==> config.mk <==
export PLATFORM = sky130hd
export DESIGN_NAME = ex_mem_reg
export DESIGN_NICKNAME = d
export VERILOG_FILES = /design/src/rtl/ex_mem_reg_pkg.sv /design/src/rtl/ex_mem_reg_pipe_stage_ctl.sv /design/src/rtl/ex_mem_reg.sv
export SDC_FILE = /design/constraint.sdc
export NUM_CORES = 1
export LEC_CHECK = 0
export CAP_MARGIN = 30
export CORE_AREA = 2 2 140 142
export CTS_CLUSTER_SIZE = 16
export DETAILED_ROUTE_END_ITERATION = 6
export DIE_AREA = 0 0 142 144
export HOLD_SLACK_MARGIN = 0.08
export PLACE_DENSITY = 0.76
export SETUP_SLACK_MARGIN = 0.3
export SKIP_LAST_GASP = 1
export SLEW_MARGIN = 15
export SYNTH_ARGS = -nofsm -noshare
export SYNTH_HDL_FRONTEND = slang
export SYNTH_SLANG_ARGS = --single-unit
==> constraint.sdc <==
create_clock -name clk -period 10.45 [get_ports clk]
set_input_delay 2.6125 -clock clk [delete_from_list [all_inputs] [get_ports clk]]
set_output_delay 2.6125 -clock clk [all_outputs]
set_load 0.02 [all_outputs]
==> src/rtl/ex_mem_reg_pkg.sv <==
// Shared constants and stage-control encoding for the EX->MEM pipeline register.
package ex_mem_reg_pkg;

  localparam logic        RST_ENABLE    = 1'b1;
  localparam logic        WRITE_DISABLE = 1'b0;
  localparam logic [31:0] ZERO_WORD     = 32'h0;
  localparam logic [4:0]  NOP_REG_ADDR  = 5'b0;
  localparam int unsigned STALL_EX      = 3;
  localparam int unsigned STALL_MEM     = 4;

  // One-hot pipeline stage action.
  typedef enum logic [3:0] {
    ActClr    = 4'b1000,
    ActBubble = 4'b0100,
    ActHold   = 4'b0010,
    ActAdv    = 4'b0001
  } stage_act_e;

endpackage

==> src/rtl/ex_mem_reg_pipe_stage_ctl.sv <==
// Decodes reset/flush/stall into a one-hot stage action; shared by all pipeline registers.
module ex_mem_reg_pipe_stage_ctl
  import ex_mem_reg_pkg::*;
#(
  parameter int unsigned STALL_W = 6,
  parameter int unsigned EX_IDX  = STALL_EX,
  parameter int unsigned MEM_IDX = STALL_MEM
) (
  input  logic               rst,
  input  logic               flush,
  input  logic [STALL_W-1:0] stall,
  output stage_act_e         act,
  output logic               illegal
);

  logic ex_st;
  logic mem_st;
  logic unused_stall;

  assign ex_st        = stall[EX_IDX];
  assign mem_st       = stall[MEM_IDX];
  // Only the two stage bits matter; the rest are deliberately ignored.
  assign unused_stall = ^stall;

  // Priority decode: reset, flush, bubble, hold, advance.
  always_comb begin
    act     = ActHold;
    illegal = !ex_st && mem_st;
    if (rst == RST_ENABLE) begin
      act = ActClr;
    end else if (flush) begin
      act = ActClr;
    end else if (ex_st && !mem_st) begin
      act = ActBubble;
    end else if (!ex_st && !mem_st) begin
      act = ActAdv;
    end else begin
      // Both stalled, or the illegal later-stage-only stall: freeze.
      act = ActHold;
    end
  end

endmodule

==> src/rtl/ex_mem_reg.sv <==
// EX->MEM pipeline register with stall/flush, valid gating, multi-cycle carry-over and
// a saturating bubble counter.
module ex_mem_reg
  import ex_mem_reg_pkg::*;
#(
  parameter int unsigned DATA_W  = 32,
  parameter int unsigned RADDR_W = 5,
  parameter int unsigned CNT_W   = 2,
  parameter int unsigned STALL_W = 6,
  parameter int unsigned EX_IDX  = STALL_EX,
  parameter int unsigned MEM_IDX = STALL_MEM,
  parameter int unsigned PERF_W  = 16
) (
  input  logic                clk,
  input  logic                rst,
  input  logic [STALL_W-1:0]  stall,
  input  logic                flush,
  input  logic                ex_valid,
  input  logic [RADDR_W-1:0]  ex_wd,
  input  logic                ex_wreg,
  input  logic [DATA_W-1:0]   ex_wdata,
  input  logic                ex_whilo,
  input  logic [DATA_W-1:0]   ex_hi,
  input  logic [DATA_W-1:0]   ex_lo,
  input  logic [2*DATA_W-1:0] hilo_i,
  input  logic [CNT_W-1:0]    cnt_i,
  output logic                mem_valid,
  output logic [RADDR_W-1:0]  mem_wd,
  output logic                mem_wreg,
  output logic [DATA_W-1:0]   mem_wdata,
  output logic                mem_whilo,
  output logic [DATA_W-1:0]   mem_hi,
  output logic [DATA_W-1:0]   mem_lo,
  output logic [2*DATA_W-1:0] hilo_temp_o,
  output logic [CNT_W-1:0]    cnt_o,
  output logic [PERF_W-1:0]   bubble_cnt
);

  stage_act_e act;
  logic       illegal;

  ex_mem_reg_pipe_stage_ctl #(
    .STALL_W (STALL_W),
    .EX_IDX  (EX_IDX),
    .MEM_IDX (MEM_IDX)
  ) u_ctl (
    .rst     (rst),
    .flush   (flush),
    .stall   (stall),
    .act     (act),
    .illegal (illegal)
  );

  // Stage contents and multi-cycle carry-over.
  always_ff @(posedge clk) begin
    unique case (act)
      ActClr, ActBubble: begin
        mem_valid <= 1'b0;
        mem_wd    <= RADDR_W'(NOP_REG_ADDR);
        mem_wreg  <= WRITE_DISABLE;
        mem_wdata <= DATA_W'(ZERO_WORD);
        mem_whilo <= WRITE_DISABLE;
        mem_hi    <= DATA_W'(ZERO_WORD);
        mem_lo    <= DATA_W'(ZERO_WORD);
        // A bubble keeps the madd/msub partial result alive for EX; a clear drops it.
        if (act == ActBubble) begin
          hilo_temp_o <= hilo_i;
          cnt_o       <= cnt_i;
        end else begin
          hilo_temp_o <= '0;
          cnt_o       <= '0;
        end
      end
      ActAdv: begin
        mem_valid   <= ex_valid;
        mem_wd      <= ex_wd;
        mem_wreg    <= ex_valid ? ex_wreg : WRITE_DISABLE;
        mem_wdata   <= ex_wdata;
        mem_whilo   <= ex_valid ? ex_whilo : WRITE_DISABLE;
        mem_hi      <= ex_hi;
        mem_lo      <= ex_lo;
        hilo_temp_o <= '0;
        cnt_o       <= '0;
      end
      default: begin
      end
    endcase
  end

  // Saturating bubble counter; survives flush, cleared only by reset.
  always_ff @(posedge clk) begin
    if (rst == RST_ENABLE) begin
      bubble_cnt <= '0;
    end else if (act == ActBubble && bubble_cnt != {PERF_W{1'b1}}) begin
      bubble_cnt <= bubble_cnt + 1'b1;
    end
  end

  illegal_stall_a: assert property (@(posedge clk) disable iff (rst) !illegal);

endmodule

### Word level (Yosys, flattened, before mapping)

Cells that the tools add are included.

* output and inout port bits: 186
* word-level logic and storage cells: 39
* register bits: 186

* reductions and logical operators: 7
* add/subtract/negate cells: 1
* mux-type cells: 17
* equal/unequal tests: 4

Operator list (number)
* $pmux 32 s2: 3
* $pmux 64 s2: 1
* $mux 64: 1
* $add 16x1->16 const B: 1
* $ne 16x16->1 const B: 1
* $mux 4: 3
* $pmux 5 s2: 1
* $pmux 1 s2: 3
* $eq 4x1->1 const B: 1
* $eq 4x3->1 const B: 1
* $eq 4x4->1 const B: 1
* $mux 2: 2
* $pmux 2 s2: 1
* $logic_and 1x1->1: 3
* $logic_not 1->1: 2
* $mux 1: 2
* $reduce_bool 2->1: 1
* $reduce_or 2->1: 1

### Logic depth before layout (Yosys ltp)

Gate-level depths: netlist of run 1.

* depth after elaboration: 9
* mapped depth: 6

### Hierarchy

Synthesis of run 1 repeated with hierarchy kept, for this count alone.

* cell total of the unflattened synthesis: 474
* area total of the unflattened synthesis: 7209.4 um^2

By module, submodules not included
* ex_mem_reg: area an instance 7161.9 um^2, cells each 469, instances 1, sequential area each 5425.2 um^2
* ex_mem_reg_pipe_stage_ctl: area an instance 47.5 um^2, cells each 5, instances 1, sequential area each 0.0 um^2

### Least setup slack after synthesis of run 1

OpenSTA, ideal clock, no wires.

* kind: input -> register
* start: input port rst
* end: register cnt_o[0], enable pin
* data required time: 9.049 ns
* path slack: 3.429 ns
* arrival: 5.620 ns
* path buffers: 1
* library setup time: 1.401 ns
* stages: 3
* cells stage by stage: buf_6 > nor2_1 > nand2_1

* word-level cells in the longest chain between the ends: 4

RTL lines
* from (decl): RTL line ex_mem_reg.sv:15 `input logic rst,`
* $mux 4 (*): RTL line ex_mem_reg_pipe_stage_ctl.sv:29 `if (rst == RST_ENABLE) begin`
* $eq 4x3->1 or $eq 4x4->1 (tied branches): RTL line ex_mem_reg.sv:56 `unique case (act)`
* $reduce_or 2->1: RTL line ex_mem_reg.sv:56
* $reduce_bool 2->1 (no line) (*)
* to (signal assigned): RTL line ex_mem_reg.sv:68 `cnt_o <= cnt_i;`
* to (decl): RTL line ex_mem_reg.sv:35 `output logic [CNT_W-1:0] cnt_o,`

Every way passes the cells marked *; elsewhere a longest branch is shown, timed or not.
A chain may end at the register's enable or synchronous reset.

### Worst setup path after layout of run 1

* start: input port rst
* end: register mem_lo[22], enable pin

* word-level cells in the longest chain between the ends: 4

RTL lines
* $mux 4 (*): RTL line ex_mem_reg_pipe_stage_ctl.sv:29
* $eq 4x3->1 or $eq 4x4->1 (tied branches): RTL line ex_mem_reg.sv:56
* $reduce_or 2->1: RTL line ex_mem_reg.sv:56
* $reduce_bool 2->1 (no line) (*)
* to (signal assigned): RTL line ex_mem_reg.sv:64 `mem_lo <= DATA_W'(ZERO_WORD);`
* to (signal assigned): RTL line ex_mem_reg.sv:81 `mem_lo <= ex_lo;`
* to (decl): RTL line ex_mem_reg.sv:33 `output logic [DATA_W-1:0] mem_lo,`

Marked as above.

==> impl_metrics.csv, run 1 <==
group,metric,value,unit
status,status,"completed",
worst_setup_path,crit_path_start_kind,"primary input",
detailed_routing,vias_per_cell,4.61,
hold_path,hp-class,"reg2reg",
worst_setup_path,slowest_delay,950,ps
detailed_routing,wirelength,18500,µm
power,powerDensity,146,mW/mm²
global_route,grt.met3_usage,0.0675,
detailed_routing,wl_per_cell,17.3,µm
global_route,met1_usage,0.193,
worst_setup_path,setup.worst_path.class,"in2reg",
global_route,overflow,0,
sta,setup_ws,5770,ps
placed_design,pre_cts_ws,5300,ps
die,start_util,0.372,
sta,maxSlewHeadroom,0.438,
finish,final_area,0.0116,mm²
sta,max_freq,0.214,GHz
global_route,grt_util_met2,0.309,
logic_synthesis,ys_warn_count,0,
clock_network,post_cts_buffers,0,
finish,areaGrowthSynthToFinish,63.0,%
placed_design,postPlaceCellArea,0.0110,mm²
logic_synthesis,netlist_instances,456,
logic_synthesis,synth_area_leader_cell,"edfxtp_1",
global_route,grt_max_degree,105,
clock_network,holdBufCountCts,0,
logic_synthesis,synthesis.nets,636,
logic_synthesis,synthTopCellsByArea,"edfxtp_1 72%, and2_1 15%, dfxtp_1 4.5%, clkbuf_1 1.1%, a21oi_1 0.78%",
logic_synthesis,synth_commonest_cells,"170 x edfxtp_1, 168 x and2_1, 20 x clkbuf_1",
clock_network,path_clk_slew,70,ps
sta,hold_viol,0,
clock_network,cts-root-buf,"clkbuf_16",
worst_setup_path,path_cells,"clkdlybuf4s50_1 > nor2_1 > nand2_4 > buf_4 > buf_16",
die,die_y,144,µm
placed_design,dp_hpwl,13600,µm
clock_network,cts_tree,"done",
sta,finalSetupViolCount,0,
detailed_routing,dr.pass1.iters,6,
placed_design,gp_congestion,0.831,
finish,final_nets,999,
detailed_routing,vias,4929,
power,worst_ir_drop_vdd,107,µV
sta,fin_crit,4680,ps
sta,worstMarginPinSlew,842,ps
worst_setup_path,crit_fanout,50,
sta,final.period_utilization,0.448,
logic_synthesis,ys_seq_area_frac,0.764,
global_route,antenna_found_initial,0,
finish,layout-drive-gt1-share,0.0506,
sta,holdWs,515,ps
global_route,grt_pass1_vias,4696,
flow_run,maxCapViolCount,0,
sta,finClkSkew,10.4,ps
global_route,grt_use_total,0.175,
sta,finalMaxSlewViolations,0,
worst_setup_path,slowest_stage,"clkdlybuf4s50_1",
die,die_w,142,µm
logic_synthesis,mappedNetlistArea,0.00710,mm²
worst_setup_path,endpoint_kind,"flip-flop",
logic_synthesis,synth-main-ff-cell,"edfxtp_1",
logic_synthesis,ys_ff_latch,186,
power,p_leak,4.39,nW
detailed_routing,first_iter_violations,303,
clock_network,htree_levels,4,
logic_synthesis,synth_top_area_share,0.719,
clock_network,clockBufferDepth,2,
sta,rsz0062_at_grt,"false",
worst_setup_path,cp_data_required_time,10550,ps
sta,setup_tns,0,ps
logic_synthesis,ys_async_sr_fraction,0,
die,num_rows,51,
die,core,0.0191,mm²
global_route,top_usage_layer,"met2",
die,io_pins,365,
clock_network,cts-resized-gates,0,
global_route,grt_pass1_wl,26700,µm
worst_setup_path,cp_top_family,"buffers and inverters",
logic_synthesis,ys_types,32,
logic_synthesis,synth_most_common_cell,"edfxtp_1",
worst_setup_path,cp_num_buf_inv,3,
placed_design,portBuffers,360,
clock_network,clk_latency,420,ps
die,dieArea,0.0204,mm²
logic_synthesis,syn_avg_cell_area,15.6,µm²
clock_network,cts_sinks,186,
logic_synthesis,synth_edf_count,170,
clock_network,numCtsBuffers,17,
detailed_routing,ant_nets,0,
detailed_routing,drt_drc_violations_left,0,
worst_setup_path,crit_arrival,4780,ps
[registers in the layout, indices dropped and copies added (netlist names)]
name / flops
mem_valid: 1
mem_wdata: 32
mem_hi: 32
bubble_cnt: 16
cnt_o: 2
hilo_temp_o: 64
mem_wd: 5
mem_lo: 32
mem_wreg: 1
mem_whilo: 1
[logic make-up after synthesis]
| logic type | share of synthesized area |
|---|---|
| and+or+nand+nor | 0.190 |
| DFF | 0.764 |
| AOI/OAI and AO/OA | 0.0289 |
| buffers and inverters | 0.0148 |
| adders and majority gates | 0.00176 |
[cells in the final DEF, fill, tap and decap left out, drive strengths merged, types with 2 or more instances in the layout]
cell	count
and2	168
o31ai	5
dfxtp	16
nand3	7
nand2	6
or3	3
nor2	2
nand4	5
clkdlybuf4s50	360
nor4	3
o41ai	4
clkbuf	17
or4	7
o311ai	3
nor3	4
and3	3
nand3b	2
clkinvlp	2
or2	2
bufinv	2
inv	6
clkinv	5
a21oi	11
buf	6
edfxtp	170
o21ai	5
[layout make-up]
cell class / count / area [µm²]
clock inverters: 13 / 144
flip-flops and latches: 186 / 5430
well taps: 238 / 298
fillers: 1487 / 7510
inverters: 2 / 7.51
repair buffers: 366 / 3690
multi-input cells: 246 / 1580
diodes: 1 / 2.50
clock buffers: 17 / 425
[worst paths after layout]
| check | startpoint | to | slack (ps) | cells past startpoint |
|---|---|---|---|---|
| min reg2reg | bubble_cnt[10] | bubble_cnt[10] | 510 | 2 |
| max reg2reg | bubble_cnt[7] | bubble_cnt[15] | 8480 | 4 |
| max | rst | mem_lo[22] | 5770 | 5 |
| min | bubble_cnt[10] | bubble_cnt[10] | 510 | 2 |
[report_power, final]
part / internal [W] / leakage (nW) / switching (W)
registers: 0.000844 / 2.09 / 0.00000948
clock network: 0.000353 / 0.275 / 0.000276
logic: 0.000121 / 2.02 / 0.0000886
[layer usage]
layer,part of all wire,up-vias
li1,-,2374
met1,0.37,2328
met2,0.53,205
met3,0.084,22
met4,0.014,0
met5,0,-
[worst reg2reg max path, stage by stage, from the launching register on]
cell	delay [ps]
dfxtp_1	460
nand4_1	250
or2_0	420
or4_1	600
o211a_1	140
[through the flow]
step / power (W) / utilization / cells
global route: 0.00175 / 0.606 / 1068
detailed placement: 0.00108 / 0.575 / 1037
global placement: 0.00108 / 0.574 / 1036
CTS: 0.00171 / 0.605 / 1067
floorplan: 0.000942 / - / 456
finish: 0.00169 / 0.607 / 1069
Power figures use the tool's default switching activity.
==> run 2, diff against run 1 <==
--- a/config.mk
+++ b/config.mk
@@ -6,12 +6,12 @@
 export NUM_CORES = 1
 export LEC_CHECK = 0
 export CAP_MARGIN = 30
-export CORE_AREA = 2 2 140 142
+export CORE_MARGIN = 2
+export CORE_UTILIZATION = 36
 export CTS_CLUSTER_SIZE = 16
 export DETAILED_ROUTE_END_ITERATION = 6
-export DIE_AREA = 0 0 142 144
 export HOLD_SLACK_MARGIN = 0.08
-export PLACE_DENSITY = 0.76
+export PLACE_DENSITY = 0.77
 export SETUP_SLACK_MARGIN = 0.3
 export SKIP_LAST_GASP = 1
 export SLEW_MARGIN = 15
==> constraint.sdc (replaced) <==
create_clock -name clk -period 3.85 [get_ports clk]
set_input_delay 0.9625 -clock clk [delete_from_list [all_inputs] [get_ports clk]]
set_output_delay 0.9625 -clock clk [all_outputs]
set_load 0.02 [all_outputs]
==> run 2 against run 1 <==
Against the previous run:
- sequential share of layout area is 0.16 points lower
- core utilization is 0.79 points lower
- final area is 0.35% higher
- worst setup slack worse by 4600 ps
- critical path type unchanged
- largest cell class unchanged
==> impl_metrics.csv, run 2 (same netlist as run 1, synthesis figures left out) <==
group,metric,value,unit
finish,largest_reg_flops,64,
global_route,antenna_found_initial,2,
clock_network,path_clk_slew,70,ps
sta,rsz0062_at_grt,"false",
power,clock_power_share,0.361,
worst_setup_path,path_cells,"clkdlybuf4s50_1 > nor4b_4 > nand4_2 > or4_1 > a21oi_1",
worst_setup_path,slowest_stage,"clkdlybuf4s50_1",
hold_path,hp-class,"reg2reg",
power,p_seq_frac,0.512,
flow_run,maxCapViolCount,0,
finish,areaGrowthSynthToFinish,63.6,%
power,p_leak,4.37,nW
clock_network,cts_tree,"done",
sta,finalSetupViolCount,0,
detailed_routing,drt_drc_violations_left,0,
finish,num-fill-cells,1540,
power,powerDensity,390,mW/mm²
clock_network,cts-resized-gates,0,
sta,worstMarginPinSlew,752,ps
power,p_sw_frac,0.235,
global_route,grt_use_total,0.175,
power,p_comb_frac,0.127,
clock_network,cts-root-buf,"clkbuf_16",
detailed_routing,dr.pass1.iters,4,
worst_setup_path,cp_num_buf_inv,1,
worst_setup_path,cp_data_required_time,4210,ps
die,num_rows,51,
power,worst_ir_drop_vdd,277,µV
detailed_routing,vias_per_cell,4.54,
worst_setup_path,crit_path_start_kind,"primary input",
finish,final_util,0.599,
sta,finClkSkew,14.8,ps
detailed_routing,first_iter_violations,238,
clock_network,post_cts_buffers,0,
sta,hold_viol,0,
die,io_pins,365,
finish,layout-drive-gt1-share,0.0528,
clock_network,numCtsBuffers,17,
detailed_routing,ant_nets,0,
finish,regMostFlops,"hilo_temp_o",
die,die_w,144,µm
global_route,grt_pass1_vias,4780,
sta,max_freq,0.377,GHz
power,p_switching,0.00106,W
die,die_y,144,µm
die,start_util,0.366,
worst_setup_path,endpoint_kind,"flip-flop",
sta,fin_crit,2660,ps
worst_setup_path,cp_top_family,"simple AND/OR/NAND/NOR gates",
power,p_int,0.00346,W
placed_design,portBuffers,360,
global_route,grt_pass1_wl,26900,µm
worst_setup_path,crit_fanout,12,
detailed_routing,vias,4989,
clock_network,clockBufferDepth,2,
clock_network,holdBufCountCts,0,
worst_setup_path,crit_arrival,3010,ps
clock_network,cts_sinks,186,
detailed_routing,wl_per_cell,17.3,µm
placed_design,postPlaceCellArea,0.0111,mm²
placed_design,dp_hpwl,13900,µm
finish,final_common_cell,"clkdlybuf4s50_1",
die,dieArea,0.0209,mm²
global_route,overflow,0,
sta,final.period_utilization,0.690,
worst_setup_path,slowest_delay,580,ps
sta,setup_tns,0,ps
clock_network,clk_latency,420,ps
finish,final_area,0.0116,mm²
finish,most-common-layout-cells,"360 x clkdlybuf4s50_1, 170 x edfxtp_1, 168 x and2_1",
status,status,"completed",
clock_network,htree_levels,4,
sta,finalMaxSlewViolations,0,
power,finalPower,0.00453,W
worst_setup_path,setup.worst_path.class,"in2reg",
global_route,grt_max_degree,105,
detailed_routing,wirelength,19100,µm
placed_design,gp_congestion,0.801,
finish,final_nets,1001,
sta,maxSlewHeadroom,0.495,
die,core,0.0194,mm²
## run 2: changes by cell type in the layout (fill, tap and decap cells not counted)
cell / previous run / this run
clkinv_2: 2 / 0
clkinvlp_4: 2 / 4
clkbuf_1: 0 / 1
clkinv_1: 1 / 2
nand2_8: 0 / 1
buf_16: 2 / 0
inv_6: 3 / 4
inv_8: 1 / 2
nand2_4: 1 / 0
buf_12: 0 / 4
bufinv_16: 2 / 0
## run 2: worst min-delay path, stage by stage, from the launching register on
cell and delay (ps):
dfxtp_1 350, o41ai_1 70, a21oi_1 60
## run 2: cell type report
cell class,instances,area [µm²],share of cell area
Tap cell,265,332,0.0285
Clock buffer,18,429,0.0370
Clock inverter,14,113,0.00970
Inverter,2,7.51,0.000646
Timing Repair Buffer,368,3710,0.320
Sequential cell,186,5430,0.467
Multi-Input combinational cell,246,1590,0.137
Antenna cell,1,2.50,0.000215
## run 2: per-layer routing
| metal | vias up | global-route usage | part of all wire | wire length, µm |
|---|---|---|---|---|
| met2 | 214 | 0.308 | 0.51 | 9800 |
| met5 | - | 0 | 0.00058 | 11 |
| li1 | 2377 | - | - | - |
| met3 | 28 | 0.0682 | 0.091 | 1740 |
| met1 | 2368 | 0.193 | 0.37 | 7110 |
| met4 | 2 | 0.0577 | 0.021 | 396 |
## run 2: worst paths after layout
check	startpoint	to	slack, ps	depth (start not counted)
max reg2reg	bubble_cnt[7]	bubble_cnt[15]	1930	4
min	bubble_cnt[14]	bubble_cnt[14]	530	2
max	stall[4]	bubble_cnt[10]	1190	5
min reg2reg	bubble_cnt[14]	bubble_cnt[14]	530	2
## run 2: per-stage QoR
| stage | worst slack (ps) | std cells | hold WS (ps) |
|---|---|---|---|
| after global placement | 834 | 1067 | 495 |
| after floorplan | 1110 | 456 | 564 |
| after global routing | 1070 | 1099 | 559 |
| after CTS | 1210 | 1099 | 528 |
| final | 1190 | 1100 | 528 |
| after detailed placement | 780 | 1067 | 513 |
## run 2: power by group through the flow
stage,Sequential [W],Combinational (W),Clock [W]
after detailed placement,0.00236,0.000578,0
final,0.00232,0.000574,0.00163
after global routing,0.00233,0.000604,0.00175
after CTS,0.00232,0.000581,0.00167
after global placement,0.00236,0.000572,0
after floorplan,0.00250,0.0000530,0
==> run 3, diff against run 2 <==
--- a/config.mk
+++ b/config.mk
@@ -6,12 +6,12 @@
 export NUM_CORES = 1
 export LEC_CHECK = 0
 export CAP_MARGIN = 30
-export CORE_MARGIN = 2
-export CORE_UTILIZATION = 36
+export CORE_AREA = 2 2 141 143
 export CTS_CLUSTER_SIZE = 16
 export DETAILED_ROUTE_END_ITERATION = 6
+export DIE_AREA = 0 0 143 145
 export HOLD_SLACK_MARGIN = 0.08
-export PLACE_DENSITY = 0.77
+export PLACE_DENSITY = 0.76
 export SETUP_SLACK_MARGIN = 0.3
 export SKIP_LAST_GASP = 1
 export SLEW_MARGIN = 15
==> constraint.sdc (replaced) <==
create_clock -name clk -period 2.5 [get_ports clk]
set_input_delay 0.625 -clock clk [delete_from_list [all_inputs] [get_ports clk]]
set_output_delay 0.625 -clock clk [all_outputs]
set_load 0.02 [all_outputs]
==> run 3 against run 2 <==
Against the previous run:
- sequential power rose by 54%
- sequential cell count did not move
- die area fell by 0.60%
- critical path type is now reg2out
- worst hold slack barely moved
- sequential share of layout area fell by 0.70 points
- clock skew fell by 9.7 ps
==> impl_metrics.csv, run 3 (same netlist as run 1, synthesis figures left out) <==
group,metric,value,unit
finish,most-common-layout-cells,"356 x clkdlybuf4s50_1, 170 x edfxtp_1, 168 x and2_1",
clock_network,cts_tree,"done",
worst_setup_path,crit_arrival,1530,ps
worst_setup_path,crit_fanout,7,
detailed_routing,dr.pass1.iters,4,
detailed_routing,wl_per_cell,17.8,µm
finish,layout-drive-gt1-share,0.0696,
worst_setup_path,path_cells,"clkdlybuf4s50_1",
worst_setup_path,reg2reg_to,"bubble_cnt[15]",
worst_setup_path,crit_path_start_kind,"flip-flop",
sta,setup_ws,340,ps
die,start_util,0.370,
clock_network,cts_sinks,186,
worst_setup_path,timing.rr.start,"bubble_cnt[7]",
placed_design,gp_congestion,0.804,
worst_setup_path,cp_top_family,"buffers and inverters",
global_route,antenna_found_initial,1,
finish,final_util,0.614,
worst_setup_path,cp_data_required_time,1880,ps
detailed_routing,vias,5073,
power,p_sw_frac,0.227,
sta,holdWs,528,ps
power,p_switching,0.00163,W
finish,final_common_cell,"clkdlybuf4s50_1",
status,status,"completed",
sta,fin_crit,2160,ps
hold_path,hp-class,"reg2reg",
detailed_routing,vias_per_cell,4.55,
die,core,0.0192,mm²
worst_setup_path,cp_num_buf_inv,1,
clock_network,holdBufCountCts,0,
global_route,overflow,0,
finish,largest_reg_flops,64,
finish,final_nets,1015,
worst_setup_path,slowest_stage,"clkdlybuf4s50_1",
die,dieArea,0.0207,mm²
placed_design,pre_cts_ws,-34.1,ps
detailed_routing,drt_drc_violations_left,0,
global_route,grt_pass1_wl,29200,µm
placed_design,dp_hpwl,14800,µm
power,powerDensity,609,mW/mm²
sta,finalSetupViolCount,0,
power,p_comb_frac,0.126,
die,die_y,145,µm
global_route,grt_max_degree,105,
clock_network,path_clk_slew,70,ps
global_route,grt_pass1_vias,5008,
clock_network,htree_levels,4,
sta,worstMarginPinSlew,700,ps
placed_design,postPlaceCellArea,0.0112,mm²
hold_path,holdPathStages,2,
power,clock_power_share,0.376,
worst_setup_path,slowest_delay,660,ps
detailed_routing,first_iter_violations,191,
die,die_w,143,µm
power,worst_ir_drop_vdd,423,µV
placed_design,portBuffers,360,
sta,hold_viol,0,
hold_path,min-delay-start,"bubble_cnt[14]",
sta,finClkSkew,5.01,ps
clock_network,cts-root-buf,"clkbuf_16",
sta,maxSlewHeadroom,0.530,
sta,final.period_utilization,0.864,
power,p_seq_frac,0.498,
hold_path,holdPathEnd,"bubble_cnt[14]",
clock_network,clockBufferDepth,2,
sta,finalMaxSlewViolations,0,
die,num_rows,51,
die,io_pins,365,
finish,final_area,0.0118,mm²
power,p_int,0.00554,W
power,p_leak,4.55,nW
worst_setup_path,endpoint_kind,"primary output",
clock_network,numCtsBuffers,17,
worst_setup_path,setup.worst_path.class,"reg2out",
flow_run,maxCapViolCount,0,
sta,rsz0062_at_grt,"false",
sta,max_freq,0.463,GHz
finish,instances_no_fill,1114,
worst_setup_path,reg2regPathDepth,4,
worst_setup_path,r2r_slack,580,ps
placed_design,dp.cells,1080,
finish,areaGrowthSynthToFinish,66.1,%
global_route,grt_use_total,0.188,
detailed_routing,ant_nets,0,
detailed_routing,wirelength,19800,µm
finish,regMostFlops,"hilo_temp_o",
clock_network,clk_latency,410,ps
-- run 3: per-stage QoR --
stage	TNS (ps)	power, W
2_1_floorplan	0	0.00392
3_3_place_gp	0	0.00453
3_5_place_dp	-74.2	0.00455
4_1_cts	0	0.00724
5_1_grt	0	0.00743
6_report	0	0.00718
-- run 3: layout make-up --
type / count / area [µm²]
timing repair buffer: 382 / 3840
inverter: 2 / 7.51
sequential: 186 / 5430
tap: 265 / 332
multi-input combinational: 246 / 1590
clock inverter: 15 / 165
clock buffer: 17 / 425
fill: 1512 / 7420
antenna: 1 / 2.50
-- run 3: power groups by stage --
stage                     registers, W   logic, W  clock network, W
after floorplan                0.00384  0.0000827                 0
after global placement         0.00363   0.000899                 0
after detailed placement       0.00364   0.000908                 0
after CTS                      0.00357   0.000912           0.00276
after global routing           0.00358   0.000947           0.00290
final                          0.00357   0.000904           0.00270
-- run 3: how the worst max path moves through the flow --
stage | from | end | slack, ps | cells after the start
after detailed placement | stall[4] | bubble_cnt[12] | -30 | 6
after global routing | bubble_cnt[5] | bubble_cnt[5] | 300 | 1
final | bubble_cnt[5] | bubble_cnt[5] | 340 | 1
after global placement | stall[4] | bubble_cnt[12] | 30 | 6
after floorplan | rst | cnt_o[0] | 400 | 3
after CTS | bubble_cnt[4] | bubble_cnt[4] | 310 | 1
-- run 3: layer usage --
metal  share of wire  global-route usage  up-vias
met5               0                   0        -
met4           0.029              0.0817        0
met3           0.080              0.0525       38
met2            0.52               0.326      225
met1            0.37               0.214     2403
li1                -                   -     2407
-- run 3: repair_timing --
action / CTS / global route
endpoints found under the setup margin: 0 / 5
setup buffers: 0 / 1
resized for setup: 0 / 5
